File: src/rtl/hrm_pkg.sv
// Shared definitions for the HRM datapath blocks: the default word width and the signed word type.
package hrm_pkg;

    localparam int WORD_WIDTH = 8;

    typedef logic signed [WORD_WIDTH-1:0] word_t;

endpackage

File: src/rtl/outbox_if.sv
// Producer/consumer bundle between the control unit, the datapath and the OUTBOX FIFO.
interface outbox_if
    import hrm_pkg::*;
#(
    parameter int DEPTH = 8,
    parameter int WIDTH = WORD_WIDTH
);

    localparam int CW = $clog2(DEPTH) + 1;

    logic [WIDTH-1:0] iR;
    logic             wO;
    logic             oFull;
    logic [WIDTH-1:0] oData;
    logic             oValid;
    logic             iRd;
    logic [CW-1:0]    oCount;
    logic             oOverflow;

    modport master (
        output iR, wO, iRd,
        input  oFull, oData, oValid, oCount, oOverflow
    );

    modport slave (
        input  iR, wO, iRd,
        output oFull, oData, oValid, oCount, oOverflow
    );

endinterface

File: src/rtl/outbox_mem.sv
// OUTBOX storage: DEPTH x WIDTH array, synchronous write, asynchronous read (gives fall-through output).
module outbox_mem
    import hrm_pkg::*;
#(
    parameter int DEPTH = 8,
    parameter int WIDTH = WORD_WIDTH,
    parameter int AW    = $clog2(DEPTH)
) (
    input  logic             clk,
    input  logic             we,
    input  logic [AW-1:0]    waddr,
    input  logic [WIDTH-1:0] wdata,
    input  logic [AW-1:0]    raddr,
    output logic [WIDTH-1:0] rdata
);

    logic [WIDTH-1:0] mem [DEPTH];

    always_ff @(posedge clk) begin
        if (we) begin
            mem[waddr] <= wdata;
        end
    end

    assign rdata = mem[raddr];

endmodule

File: src/rtl/outbox.sv
// OUTBOX first-word-fall-through FIFO: pointer and occupancy control around outbox_mem.
// Define OUTBOX_OVERFLOW_EN to build the sticky dropped-push flag on oOverflow.
module outbox
    import hrm_pkg::*;
#(
    parameter int DEPTH = 8,
    parameter int WIDTH = WORD_WIDTH
) (
    input logic      clk,
    input logic      rst,
    outbox_if.slave  bus
);

    localparam int AW = $clog2(DEPTH);
    localparam int CW = AW + 1;

    logic [AW-1:0] wr_ptr;
    logic [AW-1:0] rd_ptr;
    logic [CW-1:0] count;
    logic          do_pop;
    logic          do_push;

    // A pop frees a slot in the same edge, so a full FIFO still accepts a push alongside it.
    assign do_pop  = bus.oValid && bus.iRd;
    assign do_push = bus.wO && (!bus.oFull || do_pop);

    assign bus.oFull  = (count == CW'(DEPTH));
    assign bus.oValid = (count != '0);
    assign bus.oCount = count;

    always_ff @(posedge clk) begin
        if (rst) begin
            wr_ptr <= '0;
            rd_ptr <= '0;
            count  <= '0;
        end else begin
            if (do_push) begin
                wr_ptr <= wr_ptr + AW'(1);
            end
            if (do_pop) begin
                rd_ptr <= rd_ptr + AW'(1);
            end
            case ({do_push, do_pop})
                2'b10:   count <= count + CW'(1);
                2'b01:   count <= count - CW'(1);
                default: count <= count;
            endcase
        end
    end

    outbox_mem #(
        .DEPTH (DEPTH),
        .WIDTH (WIDTH)
    ) u_mem (
        .clk   (clk),
        .we    (do_push),
        .waddr (wr_ptr),
        .wdata (bus.iR),
        .raddr (rd_ptr),
        .rdata (bus.oData)
    );

`ifdef OUTBOX_OVERFLOW_EN
    logic overflow;

    always_ff @(posedge clk) begin
        if (rst) begin
            overflow <= 1'b0;
        end else if (bus.wO && !do_push) begin
            overflow <= 1'b1;
        end
    end

    assign bus.oOverflow = overflow;
`else
    assign bus.oOverflow = 1'b0;
`endif

endmodule

File: src/flat_wrapper.sv
// flat-port wrapper written by rule: the top's interface ports become plain ports
module outbox_flat import hrm_pkg::*;
#(
    parameter int DEPTH = 8,
    parameter int WIDTH = WORD_WIDTH
)
  (clk, rst, bus_iR, bus_wO, bus_iRd, bus_oFull, bus_oData, bus_oValid, bus_oCount, bus_oOverflow);
  outbox_if #(.DEPTH(DEPTH), .WIDTH(WIDTH)) bus_i ();
  input logic clk;
  input logic rst;
  input wire logic [$bits(bus_i.iR)-1:0] bus_iR;
  input wire logic [$bits(bus_i.wO)-1:0] bus_wO;
  input wire logic [$bits(bus_i.iRd)-1:0] bus_iRd;
  output wire logic [$bits(bus_i.oFull)-1:0] bus_oFull;
  output wire logic [$bits(bus_i.oData)-1:0] bus_oData;
  output wire logic [$bits(bus_i.oValid)-1:0] bus_oValid;
  output wire logic [$bits(bus_i.oCount)-1:0] bus_oCount;
  output wire logic [$bits(bus_i.oOverflow)-1:0] bus_oOverflow;
  assign bus_i.iR = bus_iR;
  assign bus_i.wO = bus_wO;
  assign bus_i.iRd = bus_iRd;
  assign bus_oFull = bus_i.oFull;
  assign bus_oData = bus_i.oData;
  assign bus_oValid = bus_i.oValid;
  assign bus_oCount = bus_i.oCount;
  assign bus_oOverflow = bus_i.oOverflow;
  outbox #(.DEPTH(DEPTH), .WIDTH(WIDTH)) u_core (.clk(clk), .rst(rst), .bus(bus_i));
endmodule
File: config.mk
export PLATFORM = sky130hd
export DESIGN_NAME = outbox_flat
export DESIGN_NICKNAME = d
export VERILOG_FILES = /design/src/rtl/hrm_pkg.sv /design/src/rtl/outbox_if.sv /design/src/rtl/outbox_mem.sv /design/src/rtl/outbox.sv /design/src/flat_wrapper.sv
export SDC_FILE = /design/constraint.sdc
export NUM_CORES = 1
export LEC_CHECK = 0
export ABC_AREA = 1
export BUFFER_PORTS_ARGS = -buffer_cell sky130_fd_sc_hd__buf_2
export CAP_MARGIN = 20
export CORE_AREA = 2 2 96 98
export CTS_CLUSTER_DIAMETER = 120
export DETAILED_ROUTE_END_ITERATION = 6
export DIE_AREA = 0 0 98 100
export GPL_TIMING_DRIVEN = 0
export PLACE_DENSITY = 0.61
export SETUP_SLACK_MARGIN = 0.1
export SLEW_MARGIN = 20
export SYNTH_ARGS = -nofsm -noshare
export SYNTH_HDL_FRONTEND = slang
export SYNTH_SLANG_ARGS = --single-unit
File: constraint.sdc
create_clock -name clk -period 2.4 [get_ports clk]
set_input_delay 0.48 -clock clk [delete_from_list [all_inputs] [get_ports clk]]
set_output_delay 0.48 -clock clk [all_outputs]
set_load 0.01 [all_outputs]
==> metrics <==
post-synthesis cell type count=27; GR Overflow Total=0; Startpoint Class=register; Post-CTS Hold Fix Bufs=0; status=complete, no violations; Antenna Cells=0; Fmax achieved=about 470 MHz; Residual DRC=0; layout cell share with drive strength beyond 1=16.8%; Clock power frac=23.5%; ANT nets after route=0; Synth Register Bits=77; Layout Nets=327; largest net degree at the start of global routing=12; Root Buffer=clkbuf_8; Slew Limit Headroom=37.5%; Std-Cell Rows=35; initial DRC count=approximately 110; Setup TNS Final=0 ns; Core Region=between 8000 and 9000 sq um; HP Start=rst; Syn Std Cell Area=roughly 3200 sq um; Post-Route WL=6700 microns; number of placed cells counting well taps=between 400 and 500; die area=just under 10000 sq um; number of global-route vias before repair=2021; YS warnings=0; maximum fanout along the worst path=10; power per cell area=985 nW/um^2; first-pass GRT wire length=10700 microns; Leak=1.36 nW; GPL Wtd Cong=0.791; post-synthesis cell count=between 200 and 300; worst slew pin tran=between 0.9 and 1 ns; wire per inst=roughly 16 microns; Port Buffer Count=25; Max clock buf depth=2; initial antenna violation count=0; sequential fraction of the synthesis area=68.3%; Sequential Power Share=between 40% and 50%; switching part of the total=33.3%; Slew Viols, Final=0; mean post-synth cell area=11.7 sq um; Clock Sink Count=77; arrival time worst endpoint=1.64 ns; Initial DRT Pass Iterations=4; Via Count=2083; Hold Path Class=input pin to register; DIE WIDTH=98 microns; die height=100 microns; H-tree Lvls=3; GRT Resource Usage Total=14.5%; DP Wirelength=around 4200 microns; Final Hold Viols=0; area share of the largest cell type after synthesis=60.1%; Post-CTS Setup Repair Bufs=0; largest area contributor in the netlist=edfxtp_1; CP endpoint kind=output pin; Final Skew=around 0.0079 ns; Internal Power=0.00238 W; # Max-Cap Violations=0; Ports=27; Post-Layout Cell Count=426; total CTS buffers=9; clk_lat worst skew=0.34 ns; Gate power share=a little under a third; final period utilization=88.2%; worst endpoint required time=1.92 ns; fin crit period=2.12 ns; clock-pin slew on the worst setup and hold paths=around 0.07 ns; Area contributors post-synth=edfxtp_1, dfxtp_1, nor2_1; switching power=0.00119 W; RSZ-0062 raised after global routing=false; Syn Nets=between 200 and 300; final number of setup-violating endpoints=0; synthesis-to-layout area growth=13.3%; Crit Path Class=register to output pin; RR Startpoint=u_core.bus.oCount[2]; CTS tree=done; via density per instance=4.89; VDD IR max=573 uV; Starting Density=36.0%
timing repair:
action / in CTS / in global routing
endpoints found under the setup margin: 0 / 8
gates resized for setup: 0 / 2
endpoints found under the hold margin: 0 / 0
power groups by stage:
stage / clock network, W / registers [W] / logic [W]
global placement: 0 / 0.00168 / 0.00106
floorplan: 0 / 0.00167 / 0.000732
global route: 0.000920 / 0.00167 / 0.00122
detailed placement: 0 / 0.00168 / 0.00108
finish: 0.000838 / 0.00165 / 0.00108
CTS: 0.000851 / 0.00165 / 0.00109
critical path, stage by stage, from the launching register on:
cell	delay (ns)
dfxtp_1	0.41
buf_2	0.29
o21ai_0	0.13
o21ai_0	0.19
nand2_1	0.08
nand2_1	0.07
buf_2	0.12
area by class of cell:
class | count | area, sq um
Buffer | 10 | 80.1
Clock buffer | 16 | 160
Fill cell | 872 | 5270
Inverter | 16 | 60.1
Multi-Input combinational cell | 171 | 876
Sequential cell | 77 | 2180
Tap cell | 111 | 139
Timing Repair Buffer | 25 | 125
Yosys cell counts:
cell / count
o21ai_1: 13
buf_6: 4
buf_2: 3
ha_1: 5
edfxtp_1: 64
dfxtp_1: 13
o21ai_0: 27
and3_1: 1
inv_2: 2
xor2_1: 3
or2_4: 1
conb_1: 1
inv_1: 14
nand2_1: 38
nand2_4: 1
o22ai_1: 8
a21oi_1: 7
nor4_1: 1
nor2_2: 2
nor2_1: 48
a21oi_2: 1
mux2i_1: 8
clkbuf_1: 1
nand4_2: 1
buf_4: 2
nand3_1: 4
xnor2_1: 1
layer usage:
metal / GRT usage (%) / vias to the layer above / share of wire [%]
met1: 19.8 / 994 / 45
met4: 3.53 / 0 / 0.72
met3: 4.60 / 4 / 6.2
met5: 0 / - / 0
li1: - / 1027 / -
met2: 22.9 / 58 / 48
path summary, 6_finish.rpt:
kind | to | slack (ns) | cells after the start
worst max-delay path | bus_oData[5] | 0.28 | 6
worst min-delay path | u_core.wr_ptr[0] | 0.35 | 2
worst min register to register | u_core.rd_ptr[0] | 0.49 | 1
worst max register to register | u_core.u_mem.mem[4][7] | 0.29 | 5
state kept, by name (all words and copies together) (netlist names), named ones only:
register / count
u_core.rd_ptr: 3
u_core.bus.oCount: 4
u_core.wr_ptr: 3
u_core.u_mem.mem: 64
stage by stage:
stage | power, W | hold slack, ns | worst slack [ns] | instance area (sq um) | util [%]
after global placement | 0.00273 | 0.467 | 0.259 | 3460 | 38.9
final | 0.00357 | 0.352 | 0.284 | 3620 | 40.7
after detailed placement | 0.00276 | 0.473 | 0.212 | 3460 | 38.9
after global routing | 0.00381 | 0.352 | 0.100 | 3620 | 40.7
after CTS | 0.00359 | 0.341 | 0.135 | 3620 | 40.7
after floorplan | 0.00240 | 0.451 | 0.497 | 3200 | -
placed cells by master (no fill, tap or decap), types with 5 or more instances in the layout:
cell type	n
buf_2	28
o22ai_1	8
nor2_1	48
o21ai_1	13
o21ai_0	27
edfxtp_1	64
clkbuf_1	6
a21oi_1	7
ha_1	5
clkbuf_8	10
inv_1	14
dfxtp_1	13
mux2i_1	8
nand2_1	38
cells by family after synthesis:
group | share of synthesized area [%]
other | 0.117
buffers and inverters | 4.34
adders and majority gates | 1.96
DFF | 68.3
xor gates and xnor gates | 1.10
and+or+nand+nor | 12.5
AOI/OAI and AO/OA | 9.20
muxes | 2.50
No activity file was read; power rests on OpenSTA's default activity.
